<file path="src/rtl/mem_burst_pkg.sv">
// Shared types for the burst sequencer: FSM states, width helper, and the read response entry.
`ifndef WIDTH
`define WIDTH 32
`endif
`ifndef DEPTH
`define DEPTH 16
`endif
`ifndef ADDR_WIDTH
`define ADDR_WIDTH 5
`endif

package mem_burst_pkg;

    typedef enum logic [2:0] {
        ST_IDLE,
        ST_WRITE,
        ST_READ,
        ST_DRAIN,
        ST_ERR
    } burst_state_e;

    localparam int unsigned RESP_DATA_W = `WIDTH;

    typedef struct packed {
        logic                   last;
        logic [RESP_DATA_W-1:0] data;
    } resp_entry_t;

    function automatic int unsigned len_w(input int unsigned max_len);
        return $clog2(max_len);
    endfunction

endpackage

</file>
<file path="src/rtl/mem_burst_resp_fifo.sv">
// Small synchronous FIFO buffering read beats; supports push and pop in the same cycle.
module mem_burst_resp_fifo
    import mem_burst_pkg::*;
#(
    parameter int unsigned DEPTH = 2,
    parameter int unsigned CNT_W = $clog2(DEPTH + 1)
) (
    input  logic             clk,
    input  logic             rst_n,
    input  logic             push,
    input  resp_entry_t      push_entry,
    input  logic             pop,
    output resp_entry_t      head,
    output logic             empty,
    output logic [CNT_W-1:0] count
);

    localparam int unsigned PTR_W = (DEPTH > 1) ? $clog2(DEPTH) : 1;

    resp_entry_t      mem_q [DEPTH];
    logic [PTR_W-1:0] wr_ptr_q;
    logic [PTR_W-1:0] rd_ptr_q;
    logic [CNT_W-1:0] count_q;

    function automatic logic [PTR_W-1:0] ptr_inc(input logic [PTR_W-1:0] p);
        return (p == PTR_W'(DEPTH - 1)) ? '0 : p + PTR_W'(1);
    endfunction

    // Storage and pointers; entries are cleared on reset so the head reads as zero.
    always_ff @(posedge clk or negedge rst_n) begin
        if (!rst_n) begin
            for (int i = 0; i < int'(DEPTH); i++) begin
                mem_q[i] <= '0;
            end
            wr_ptr_q <= '0;
            rd_ptr_q <= '0;
            count_q  <= '0;
        end else begin
            if (push) begin
                mem_q[wr_ptr_q] <= push_entry;
                wr_ptr_q        <= ptr_inc(wr_ptr_q);
            end
            if (pop) begin
                rd_ptr_q <= ptr_inc(rd_ptr_q);
            end
            count_q <= count_q + CNT_W'(push) - CNT_W'(pop);
        end
    end

    assign head  = mem_q[rd_ptr_q];
    assign empty = (count_q == '0);
    assign count = count_q;

endmodule

</file>
<file path="src/rtl/mem_burst_ctrl.sv">
// Burst command sequencer: turns one start/len/dir command into per-beat accesses on a
// single-port memory with 1-cycle read latency, streaming read beats out with backpressure.
module mem_burst_ctrl
    import mem_burst_pkg::*;
#(
    parameter int unsigned DATA_WIDTH = `WIDTH,
    parameter int unsigned MEM_DEPTH  = `DEPTH,
    parameter int unsigned ADDR_WIDTH = `ADDR_WIDTH,
    parameter int unsigned MAX_LEN    = 16,
    parameter int unsigned RESP_DEPTH = 2
) (
    input  logic                       clk,
    input  logic                       rst_n,
    input  logic                       cmd_valid,
    output logic                       cmd_ready,
    input  logic                       cmd_write,
    input  logic [ADDR_WIDTH-1:0]      cmd_addr,
    input  logic [$clog2(MAX_LEN)-1:0] cmd_len,
    input  logic                       wr_valid,
    output logic                       wr_ready,
    input  logic [DATA_WIDTH-1:0]      wr_data,
    output logic                       rd_valid,
    input  logic                       rd_ready,
    output logic [DATA_WIDTH-1:0]      rd_data,
    output logic                       rd_last,
    output logic [ADDR_WIDTH-1:0]      mem_addr,
    output logic [DATA_WIDTH-1:0]      mem_wdata,
    output logic                       mem_wen,
    input  logic [DATA_WIDTH-1:0]      mem_rdata,
    output logic                       busy,
    output logic                       done,
    output logic                       done_err
);

    localparam int unsigned LEN_W = len_w(MAX_LEN);
    localparam int unsigned CNT_W = $clog2(RESP_DEPTH + 1);
    localparam int unsigned OCC_W = CNT_W + 1;

    burst_state_e          state_q, state_d;
    logic [ADDR_WIDTH-1:0] addr_q;
    logic [ADDR_WIDTH-1:0] mem_addr_q;
    logic [LEN_W-1:0]      remain_q;
    logic [DATA_WIDTH-1:0] wdata_q;
    logic                  pend_q;
    logic                  pend_last_q;
    logic                  done_q;
    logic                  done_err_q;
    logic                  issue;
    logic                  wr_hs;
    logic                  pop;
    logic                  last_beat;
    logic [OCC_W-1:0]      occupancy;
    resp_entry_t           push_entry;
    resp_entry_t           head;
    logic                  fifo_empty;
    logic [CNT_W-1:0]      fifo_count;

    function automatic logic [ADDR_WIDTH-1:0] addr_inc(input logic [ADDR_WIDTH-1:0] a);
        return (a == ADDR_WIDTH'(MEM_DEPTH - 1)) ? '0 : a + ADDR_WIDTH'(1);
    endfunction

    assign last_beat = (remain_q == '0);
    assign pop       = rd_valid && rd_ready;
    assign cmd_ready = (state_q == ST_IDLE);
    assign wr_ready  = (state_q == ST_WRITE);
    assign busy      = (state_q != ST_IDLE);
    assign done      = done_q;
    assign done_err  = done_err_q;

    // Next state and memory port; mem_addr/mem_wdata hold their last value when idle.
    always_comb begin
        state_d   = state_q;
        issue     = 1'b0;
        wr_hs     = 1'b0;
        mem_wen   = 1'b0;
        mem_addr  = mem_addr_q;
        mem_wdata = wdata_q;
        occupancy = OCC_W'(fifo_count) + OCC_W'(pend_q) - OCC_W'(pop);
        case (state_q)
            ST_IDLE: begin
                if (cmd_valid) begin
                    if (32'(cmd_addr) >= MEM_DEPTH) begin
                        state_d = ST_ERR;
                    end else if (cmd_write) begin
                        state_d = ST_WRITE;
                    end else begin
                        state_d = ST_READ;
                    end
                end
            end
            ST_WRITE: begin
                mem_addr  = addr_q;
                mem_wdata = wr_data;
                mem_wen   = wr_valid;
                wr_hs     = wr_valid;
                if (wr_hs && last_beat) begin
                    state_d = ST_IDLE;
                end
            end
            ST_READ: begin
                // Reserve a buffer slot for every read in flight so no beat can be dropped.
                issue = (occupancy < OCC_W'(RESP_DEPTH));
                if (issue) begin
                    mem_addr = addr_q;
                    if (last_beat) begin
                        state_d = ST_DRAIN;
                    end
                end
            end
            ST_DRAIN: begin
                if (!pend_q && (fifo_empty || (fifo_count == CNT_W'(1) && pop))) begin
                    state_d = ST_IDLE;
                end
            end
            ST_ERR: begin
                state_d = ST_IDLE;
            end
            default: begin
                state_d = ST_IDLE;
            end
        endcase
    end

    always_ff @(posedge clk or negedge rst_n) begin
        if (!rst_n) begin
            state_q <= ST_IDLE;
        end else begin
            state_q <= state_d;
        end
    end

    // Burst address/count, read-pending tag and completion flags.
    always_ff @(posedge clk or negedge rst_n) begin
        if (!rst_n) begin
            addr_q      <= '0;
            remain_q    <= '0;
            pend_q      <= 1'b0;
            pend_last_q <= 1'b0;
            mem_addr_q  <= '0;
            wdata_q     <= '0;
            done_q      <= 1'b0;
            done_err_q  <= 1'b0;
        end else begin
            if (state_q == ST_IDLE && cmd_valid) begin
                addr_q   <= cmd_addr;
                remain_q <= LEN_W'(cmd_len);
            end else if (wr_hs || issue) begin
                addr_q   <= addr_inc(addr_q);
                remain_q <= remain_q - LEN_W'(1);
            end
            pend_q      <= issue;
            pend_last_q <= issue && last_beat;
            mem_addr_q  <= mem_addr;
            wdata_q     <= mem_wdata;
            done_q      <= (state_q != ST_IDLE) && (state_d == ST_IDLE);
            done_err_q  <= (state_q == ST_ERR);
        end
    end

    assign push_entry = '{last: pend_last_q, data: RESP_DATA_W'(mem_rdata)};

    mem_burst_resp_fifo #(
        .DEPTH (RESP_DEPTH),
        .CNT_W (CNT_W)
    ) u_resp_fifo (
        .clk        (clk),
        .rst_n      (rst_n),
        .push       (pend_q),
        .push_entry (push_entry),
        .pop        (pop),
        .head       (head),
        .empty      (fifo_empty),
        .count      (fifo_count)
    );

    assign rd_valid = !fifo_empty;
    assign rd_data  = DATA_WIDTH'(head.data);
    assign rd_last  = rd_valid && head.last;

endmodule

</file>
<file path="config.mk">
export PLATFORM = sky130hd
export DESIGN_NAME = mem_burst_ctrl
export DESIGN_NICKNAME = d
export VERILOG_FILES = /design/src/rtl/mem_burst_pkg.sv /design/src/rtl/mem_burst_resp_fifo.sv /design/src/rtl/mem_burst_ctrl.sv
export SDC_FILE = /design/constraint.sdc
export NUM_CORES = 1
export LEC_CHECK = 0
export BUFFER_PORTS_ARGS = -buffer_cell sky130_fd_sc_hd__buf_2
export CELL_PAD_IN_SITES_DETAIL_PLACEMENT = 0
export CELL_PAD_IN_SITES_GLOBAL_PLACEMENT = 1
export CORE_UTILIZATION = 41
export CTS_CLUSTER_SIZE = 30
export DETAILED_ROUTE_END_ITERATION = 6
export PLACE_DENSITY_LB_ADDON = 0.08
export SLEW_MARGIN = 5
export SYNTH_ARGS = -nofsm -noshare
export SYNTH_HDL_FRONTEND = slang
export SYNTH_SLANG_ARGS = --single-unit
</file>
<file path="constraint.sdc">
create_clock -name clk -period 3.5 [get_ports clk]
set_input_delay 0.525 -clock clk [delete_from_list [all_inputs] [get_ports clk]]
set_output_delay 0.525 -clock clk [all_outputs]
set_load 0.05 [all_outputs]
</file>
Yosys cells after proc, flatten, opt, wreduce, memory -nomap -nowiden:

Cells that the tools add are included.

* add/sub/neg operators: 8
* magnitude comparators: 5
* equal/unequal tests: 6
* muxes and demuxes: 26
* bitwise gates (word level): 2
* reduce and logical (&&, ||, !) cells: 19

Operators by type and width (number)
* $mux W33: 4
* $bwmux W66: 1
* $demux W33 S1: 1
* $mux W32: 1
* $mux W5: 4
* $mux W3: 6
* $pmux W3 S4: 1
* $pmux W5 S2: 1
* $logic_and A1 B1 Y1: 9
* $mux W4: 2
* $eq A3 B2 Y1 const B: 2
* $logic_not A3 Y1: 2
* $add A5 B1 Y5 const B: 1
* $eq A5 B4 Y1 const B: 1
* $ge A5 B5 Y1 const B: 1
* $ge A2 B2 Y1 const B: 2
* $logic_not A4 Y1: 1
* $mux W1: 4
* $not A1 Y2: 2
* $sub A4 B1 Y4 const B: 1
* $add A2 B1 Y3: 1
* $eq A3 B1 Y1 const B: 1
* $eq A3 B3 Y1 const B: 1
* $lt A3 B2 Y1 const B: 1
* other kinds (12): 15

* flip-flop bits (word level): 123
* output and inout bits: 77
* word-level logic and storage cells: 82

Logic depth before layout (Yosys ltp):

Gate-level depths: netlist (run 1).

* depth in word-level cells: 10
* depth in mapped cells: 12

Cells and area by module:

From an unflattened synthesis (run 1), not the netlist that was laid out.

* cells, all modules: 368
* area, all modules: 5572.8 sq um

Modules (own cells, without submodules)
* mem_burst_resp_fifo: instances 1, cells each 191, area each 3190.6 sq um, sequential area each 1751.7 sq um
* mem_burst_ctrl: instances 1, cells each 177, area each 2382.3 sq um, sequential area each 1326.3 sq um

Worst setup path after synthesis (run 1):

No wires, ideal clock.

* path type: input to output
* start point: input port rd_ready
* end point: output port mem_addr[0]
* data arrival time: 2.650 ns
* required time: 2.975 ns
* path slack: 0.325 ns
* cell stages on the path: 11
* cells stage by stage: inv_1 nor2_1 ha_1 inv_1 ha_1 inv_1 fa_1 and4bb_2 and2_1 nor2_4 mux2_2

* cells in the longest elaborated chain, start to end: 5

RTL lines
* from (decl): line mem_burst_ctrl.sv:23 `input logic rd_ready,`
* $logic_and A1 B1 Y1: line mem_burst_ctrl.sv:63 `assign pop = rd_valid && rd_ready;`
* via pop: line mem_burst_ctrl.sv:50 `logic pop;`
* $sub A3 B1 Y3: line mem_burst_ctrl.sv:78 `occupancy = OCC_W'(fifo_count) + OCC_W'(pend_q) - OCC_W'(pop);`
* $lt A3 B2 Y1: line mem_burst_ctrl.sv:102 `issue = (occupancy < OCC_W'(RESP_DEPTH));`
* $mux W5: line mem_burst_ctrl.sv:103 `if (issue) begin`
* $pmux W5 S2: line mem_burst_ctrl.sv:79 `case (state_q)`
* to (decl): line mem_burst_ctrl.sv:26 `output logic [ADDR_WIDTH-1:0] mem_addr,`

The timed path passes the listed nets, and every way through them passes these cells.

Final worst setup path (run 1):

* start point: register u_resp_fifo.count_q[1], in the netlist u_resp_fifo.count[1]
* end point: output port mem_addr[2]

* cells in the longest elaborated chain, start to end: 7

RTL lines
* from (decl): line mem_burst_resp_fifo.sv:23 `logic [CNT_W-1:0] count_q;`
* from (signal assigned): line mem_burst_resp_fifo.sv:46 `count_q <= count_q + CNT_W'(push) - CNT_W'(pop);`
* $logic_not A2 Y1: line mem_burst_resp_fifo.sv:51 `assign empty = (count_q == '0);`
* $logic_not A1 Y1: line mem_burst_ctrl.sv:176 `assign rd_valid = !fifo_empty;`
* $logic_and A1 B1 Y1: line mem_burst_ctrl.sv:63
* via pop: line mem_burst_ctrl.sv:50
* $sub A3 B1 Y3: line mem_burst_ctrl.sv:78
* $lt A3 B2 Y1: line mem_burst_ctrl.sv:102
* $mux W5: line mem_burst_ctrl.sv:103
* $pmux W5 S2: line mem_burst_ctrl.sv:79

The timed path passes the listed nets, and every way through them passes these cells.

==> results of run 1 <==
==> registers in the layout, summed over array words and instances (netlist names) <==
name	count
u_resp_fifo.mem_q	66
u_resp_fifo.wr_ptr_q	1
remain_q	4
mem_addr_q	5
pend_last_q	1
u_resp_fifo.count	2
done	1
state_q	3
done_err	1
addr_q	5
u_resp_fifo.rd_ptr_q	1
pend_q	1
wdata_q	32
==> stage by stage <==
stage	setup WS, ns	setup TNS (ns)	hold slack (ns)
3_3_place_gp	0.0928	0	0.477
5_1_grt	-0.200	-0.983	0.175
4_1_cts	-0.131	-0.632	0.151
3_5_place_dp	0.0397	0	0.482
2_1_floorplan	0.325	0	0.229
6_report	-0.0746	-0.355	0.134
==> layout make-up <==
cell class	count	share of cell area
Sequential cell	123	0.440
Multi-Input combinational cell	216	0.306
Timing Repair Buffer	167	0.131
Clock buffer	25	0.0737
Tap cell	172	0.0308
Clock inverter	6	0.0120
Inverter	11	0.00590
==> cells in the final DEF (no fill, tap or decap), types with 2 or more instances in the layout <==
cell type	synthesis	layout
inv_1	11	11
xnor2_1	2	2
mux2_4	0	5
dfrtp_1	123	123
buf_2	8	149
ha_1	4	4
clkbuf_16	0	17
a21oi_1	4	4
nor3b_1	3	3
nor2b_1	4	3
nor3_1	3	3
or3_1	3	3
nand3_1	3	3
clkbuf_1	2	2
o21ai_0	4	4
nor2_2	0	2
clkinv_2	0	3
mux2_2	137	132
bufinv_16	0	2
buf_6	4	4
mux2i_1	2	2
nand2_1	11	11
nand3b_1	3	3
and2_1	4	3
clkbuf_8	0	6
nor2_1	8	6
xor2_1	2	2
buf_4	0	12
==> what timing repair did <==
item / in CTS / in global routing
endpoints found under the setup margin: 5 / 5
gates cloned: 0 / 0
buffers inserted: 3 / 0
resized for setup: 20 / 0
pin swaps: 2 / 1
==> layer usage <==
layer	wire length [um]	global-route usage	part of all wire	vias up
met3	831	0.0769	0.074	6
li1	-	-	-	1636
met1	4840	0.217	0.43	1698
met4	113	0.0718	0.010	0
met2	5370	0.269	0.48	101
met5	0	0	0	-
==> final timing paths <==
path	slack, ns	startpoint	cells past startpoint	end
worst max-delay path	-0.07	u_resp_fifo.count[1]	12	mem_addr[2]
worst min-delay path	0.13	rst_n	1	u_resp_fifo.mem_q[2]
worst max register to register	0.63	u_resp_fifo.count[1]	13	remain_q[2]
worst min register to register	0.49	wdata_q[23]	1	wdata_q[23]
max in group asynchronous	2.40	rst_n	2	wdata_q[8]
min in group clk	0.29	cmd_write	2	state_q[1]
==> kinds of logic (layout without fill, tap and decap cells) <==
kind of cell	Yosys count	after routing	share of synthesized area
AOI/OAI and AO/OA	18	18	0.0249
and+or+nand+nor	50	50	0.0568
adders and majority gates	5	5	0.0131
xor gates and xnor gates	4	4	0.00657
buffers and inverters	29	209	0.0279
muxes	139	139	0.293
DFF	123	123	0.577
==> critical path: stages, from the launching register on <==
cell and delay (ns):
dfrtp_1 0.38, nor2_2 0.14, nor2_2 0.05, ha_1 0.28, inv_1 0.06, ha_1 0.14
inv_1 0.05, fa_1 0.45, and4bb_2 0.25, and2_4 0.15, nor2_4 0.19, mux2_4 0.34
buf_6 0.16
==> reports/qor.csv, run 1 <==
metric,value,unit
Worst-Margin Slew,1.06,ns
"EDFF count, synth",0,
die height,116,um
initial antenna violation count,0,
fin crit period,3.57,ns
Clock Latency Late Sink,0.41,ns
largest net degree at the start of global routing,50,
"antenna viol nets, final",0,
Initial DRC Count,99,
critical path class,reg -> out,
Site Rows,41,
DP Area,6310,um2
Max H-tree Level,4,
commonest cells in the netlist,"mux2_2 (137), dfrtp_1 (123), inv_1 (11), nand2_1 (11)",
register area share after synthesis,0.577,
Final #Nets,620,
first-pass GRT wire length,17300,um
final setup violation count,5,
top-area cell type share of the netlist area,0.577,
number of remaining DRC errors,0,
Syn. warnings,0,
failing checks,negative setup slack,
most common flop cell mapped by yosys,dfrtp_1,
final hold violations,0,
TritonCTS Buffers,17,
Clock Skew,0.00671,ns
Min-Delay Path Class,in -> async,
vias per inst,4.78,
vias in the first global route,3463,
largest area contributor in the netlist,dfrtp_1,
Storage cell area,3080,um2
Final Util,0.552,
Layout Cells excl Fill,720,
First-pass DRT Iterations,4,
"Reg clk slew, reported paths",0.06,ns
Syn Inst Count,368,
GRT overflow,0,
Starting Density,0.421,
Die ar.,13500,um2
CTS tree,built,
maxcap violations,0,
Core Region,12700,um2
Area contributors post-synth,"dfrtp_1 (58%), mux2_2 (29%), ha_1 (0.94%), buf_6 (0.85%), inv_1 (0.77%)",
n_diodes,0,
design area,6990,um2
Mapped Area,5330,um2
Mapped Avg Cell Area,14.5,um2
Ports,156,
dpl cells,686,
fill count,1113,
fin. max-slew vios,0,
Post-CTS Hold Fix Bufs,0,
CP max FO,5,
IO buf count,155,
via count,3441,
status,"complete, but fails checks",
CTS Sinks,123,
gr usage total,0.175,
register bit total from synthesis,123,
setup slack after layout,-0.0746,ns
layout cells sized above 1,0.626,
most frequent cell after synthesis,mux2_2,
asr flop ratio synth,1.00,
Worst slew margin,0.290,
Crit. End Element,output port,
Root Buffer,clkbuf_16,
DPL Wire Length,7670,um
Critical Path Source Type,flip-flop,
Clock Tree Buf Depth,2,
Max Freq,280,MHz
library cells used by synthesis,41,
die width,116,um
gp weighted congestion,0.706,
syn nets,452,
Area Growth Syn to Fin,31.2,%
detailed-route wire length per cell,15.5,um
Final period util,1.02,
RSZ-0062 raised after global routing,yes,
worst endpoint data arrival time,3.05,ns
CP required,2.97,ns
multi-input logic area,2140,um2
total wire length,11200,um
Power of run 1 is not shown: default switching activity piles up to over one toggle a cycle in this logic, so the estimate is an artifact.
==> run 2, diff against run 1 <==
Settings changed: RECOVER_POWER from default to 50.
==> run 2 against run 1 <==
  * The flow finishes with violations (max-capacitance violations, max-slew violations, negative setup slack)
  * Via count about the same
  * Sequential share of layout area increased by 0.087 points
  * Final cell count stayed put
  * Hold slack gained 0.15 ns
  * Utilization down 0.11 points
  * First-iteration DRC count up 9.1%
  * Critical path type unchanged
==> reports/qor.csv, run 2 (same netlist as run 1, synthesis figures left out) <==
metric,value,unit
status,"complete, but fails checks",
failing checks,"max-capacitance violations, max-slew violations, negative setup slack",
Final #Nets,620,
Worst-Margin Slew,2.67,ns
"Reg clk slew, reported paths",0.05,ns
Ports,156,
number of remaining DRC errors,0,
Clock Latency Late Sink,0.41,ns
setup slack after layout,-0.0744,ns
Min-Delay Path Class,in -> reg,
Storage cell area,3080,um2
CP required,2.97,ns
initial antenna violation count,0,
Die ar.,13500,um2
vias in the first global route,3463,
fin. max-slew vios,50,
RSZ-0062 raised after global routing,yes,
CTS Sinks,123,
most frequent cells in the layout,"buf_2 (146), mux2_2 (132), dfrtp_1 (123)",
Worst slew margin,-0.782,
critical path class,reg -> out,
Top Registers,"u_resp_fifo.mem_q (66), wdata_q (32)",
CP max FO,5,
Clock Skew,0.00666,ns
largest net degree at the start of global routing,50,
Final Util,0.551,
total wire length,11200,um
"commonest non-fill, non-tap cell in the layout",buf_2,
TritonCTS Buffers,17,
Site Rows,41,
Final period util,1.02,
worst endpoint data arrival time,3.05,ns
die width,116,um
Post-CTS Hold Fix Bufs,0,
design area,6980,um2
Initial DRC Count,108,
CTS tree,built,
IO buf count,155,
Biggest register,u_resp_fifo.mem_q,
First-pass DRT Iterations,4,
final setup violation count,5,
fill count,1117,
Max Freq,280,MHz
Max H-tree Level,4,
Root Buffer,clkbuf_16,
"antenna viol nets, final",0,
Critical Path Source Type,flip-flop,
final hold violations,0,
max FFs per register,66,
Area Growth Syn to Fin,30.9,%
Hold Slack,0.289,ns
multi-input logic area,2140,um2
detailed-route wire length per cell,15.5,um
Post-Place Setup Slack,0.0397,ns
gr usage total,0.175,
n_diodes,0,
Crit. End Element,output port,
via count,3444,
die height,116,um
fin crit period,3.57,ns
Core Region,12700,um2
Clock Tree Buf Depth,2,
vias per inst,4.78,
GRT overflow,0,
maxcap violations,1,
layout cells sized above 1,0.617,
DPL Wire Length,7670,um
gp weighted congestion,0.706,
first-pass GRT wire length,17300,um
DP Area,6310,um2
Starting Density,0.421,
-- run 2: cell count changes in the layout (fill, tap and decap cells not counted) --
cell      before  now
buf_2        149  146
buf_4         12    8
clkbuf_1       2    7
clkbuf_2       0    1
clkbuf_4       0    1
-- run 2: final timing paths --
path	start	endpoint	cells past startpoint	slack (ns)
min in group asynchronous	rst_n	u_resp_fifo.mem_q[2]	1	0.97
setup reg to reg	u_resp_fifo.count[1]	remain_q[2]	13	0.63
hold reg to reg	wdata_q[23]	wdata_q[23]	1	0.49
max in group asynchronous	rst_n	wdata_q[8]	2	0.68
hold / removal	cmd_write	state_q[1]	2	0.29
setup / recovery	u_resp_fifo.count[1]	mem_addr[2]	12	-0.07
-- run 2: layout make-up --
| class | instances | area share |
|---|---|---|
| tap | 172 | 0.0308 |
| multi-input combinational | 216 | 0.307 |
| inverter | 11 | 0.00592 |
| timing repair buffer | 167 | 0.129 |
| sequential | 123 | 0.441 |
| clock inverter | 6 | 0.0120 |
| clock buffer | 25 | 0.0739 |
-- run 2: what timing repair did --
action                     4_1_cts  5_1_grt
setup endpoints to repair        5        5
pin swaps                        2        1
setup buffers                    3        0
resized for setup               20        0
hold endpoints to repair         0        0
-- run 2: metrics by stage --
stage | instances | TNS [ns]
after floorplan | 368 | 0
after global placement | 686 | 0
after detailed placement | 686 | 0
after CTS | 720 | -0.632
after global routing | 720 | -0.983
final | 720 | -0.354
-- run 2: per-layer routing --
layer	up-vias	global-route usage	routed length, um
met1	1703	0.217	4870
met4	0	0.0718	113
met3	6	0.0769	833
met2	101	0.269	5380
met5	-	0	0
li1	1634	-	-
-- run 2: critical path, stage by stage (launching register included) --
cell and delay, ns:
dfrtp_1 0.38, nor2_2 0.14, nor2_2 0.05, ha_1 0.28
inv_1 0.06, ha_1 0.14, inv_1 0.05, fa_1 0.45
and4bb_2 0.25, and2_4 0.15, nor2_4 0.19, mux2_4 0.34
buf_6 0.16
Power of run 2 is left out for the same reason.
==> run 3, diff against run 2 <==
Settings changed: CORE_MARGIN from default to 4.
==> run 3 against run 2 <==
  * The run still ends with max-capacitance violations, max-slew violations, negative setup slack left
  * Die area rose by 11%
  * Setup slack improved by 0.0080 ns
  * Sequential share of layout area rose by 0.11 points
  * Critical path type unchanged
  * Critical endpoint is now mem_addr[4]
  * Largest cell class unchanged
==> reports/qor.csv, run 3 (same netlist as run 1, synthesis figures left out) <==
metric,value,unit
status,"complete, but fails checks",
failing checks,"max-capacitance violations, max-slew violations, negative setup slack",
fin crit period,3.57,ns
R2R Setup Slk,0.75,ns
final hold violations,0,
critical path class,reg -> out,
Max Freq,280,MHz
Clock Skew,0.00566,ns
CP max FO,5,
most frequent cells in the layout,"buf_2 (147), mux2_2 (131), dfrtp_1 (123)",
Worst slew margin,-0.470,
Ports,156,
gp weighted congestion,0.690,
setup slack after layout,-0.0665,ns
TritonCTS Buffers,17,
layout cells sized above 1,0.617,
IO buf count,155,
R2R Path End,remain_q[2],
number of remaining DRC errors,0,
FF-to-FF path depth,12,
vias in the first global route,3618,
CTS Sinks,123,
Post-CTS Hold Fix Bufs,0,
Root Buffer,clkbuf_16,
Clock Latency Late Sink,0.41,ns
Area Growth Syn to Fin,30.6,%
first-pass GRT wire length,18200,um
max FFs per register,66,
Biggest register,u_resp_fifo.mem_q,
"commonest non-fill, non-tap cell in the layout",buf_2,
Top Registers,"u_resp_fifo.mem_q (66), wdata_q (32)",
Core Region,12700,um2
worst endpoint data arrival time,3.04,ns
Final Util,0.549,
Crit. End Element,output port,
Min-Delay Path Class,in -> reg,
maxcap violations,1,
Critical path destination,mem_addr[4],
"Reg clk slew, reported paths",0.05,ns
n_diodes,0,
fin. max-slew vios,42,
initial antenna violation count,1,
Worst Setup SP,u_resp_fifo.count[1],
vias per inst,4.80,
final setup violation count,5,
CP required,2.97,ns
total wire length,11400,um
r2r startpoint,u_resp_fifo.count[1],
Die ar.,14900,um2
detailed-route wire length per cell,15.8,um
Final period util,1.02,
RSZ-0062 raised after global routing,yes,
Final #Nets,620,
largest net degree at the start of global routing,84,
Hold Slack,0.289,ns
Critical Path Source Type,flip-flop,
Clock Tree Buf Depth,2,
Starting Density,0.421,
gr usage total,0.161,
DPL Wire Length,7680,um
Worst-Margin Slew,2.21,ns
"antenna viol nets, final",0,
die width,122,um
Max H-tree Level,4,
GRT overflow,0,
via count,3455,
Initial DRC Count,140,
CTS tree,built,
die height,122,um
First-pass DRT Iterations,4,
Site Rows,41,
-- run 3: how the worst min path moves through the flow --
stage | cells after the start | startpoint | slack [ns] | to
3_5_place_dp | 1 | wdata_q[6] | 0.48 | wdata_q[6]
3_3_place_gp | 1 | wdata_q[26] | 0.48 | wdata_q[26]
2_1_floorplan | 0 | rst_n | 0.23 | addr_q[0]
4_1_cts | 1 | rst_n | 0.10 | u_resp_fifo.mem_q[57]
6_report | 2 | cmd_write | 0.29 | state_q[1]
5_1_grt | 2 | cmd_write | 0.28 | state_q[1]
-- run 3: layout make-up --
class	count	area, um2
sequential	123	3080
inverter	11	41.3
clock inverter	8	92.6
timing repair buffer	167	913
clock buffer	23	478
multi-input combinational	216	2140
tap	172	215
fill	1122	5710
-- run 3: per-layer routing --
metal / vias to the layer above / wire [um] / GRT usage
li1: 1642 / - / -
met1: 1689 / 4860 / 0.199
met2: 110 / 5390 / 0.248
met3: 12 / 1000 / 0.0812
met4: 2 / 117 / 0.0504
met5: - / 8 / 0
-- run 3: what timing repair did --
| item | 4_1_cts | 5_1_grt |
|---|---|---|
| setup endpoints to repair | 5 | 5 |
| pin swaps | 2 | 1 |
| endpoints found under the hold margin | 0 | 0 |
| setup buffers | 2 | 2 |
| gates resized for setup | 19 | 1 |
-- run 3: worst max-delay path: stages, from the launching register on --
cell	delay, ns
dfrtp_1	0.38
nor2_2	0.15
nor2_2	0.06
ha_1	0.28
inv_1	0.05
ha_1	0.13
inv_1	0.05
fa_1	0.44
and4bb_2	0.24
and2_4	0.15
nor2_4	0.19
mux2_4	0.35
buf_8	0.15
-- run 3: per-stage QoR --
step	setup slack [ns]	instance area (um2)	std cells	TNS, ns
floorplan	0.325	5330	368	0
global placement	0.0772	6310	685	0
detailed placement	0.0378	6310	685	0
CTS	-0.116	6960	718	-0.547
global route	-0.243	6960	720	-6.28
finish	-0.0665	6960	720	-0.304
Power of run 3 is left out for the same reason.
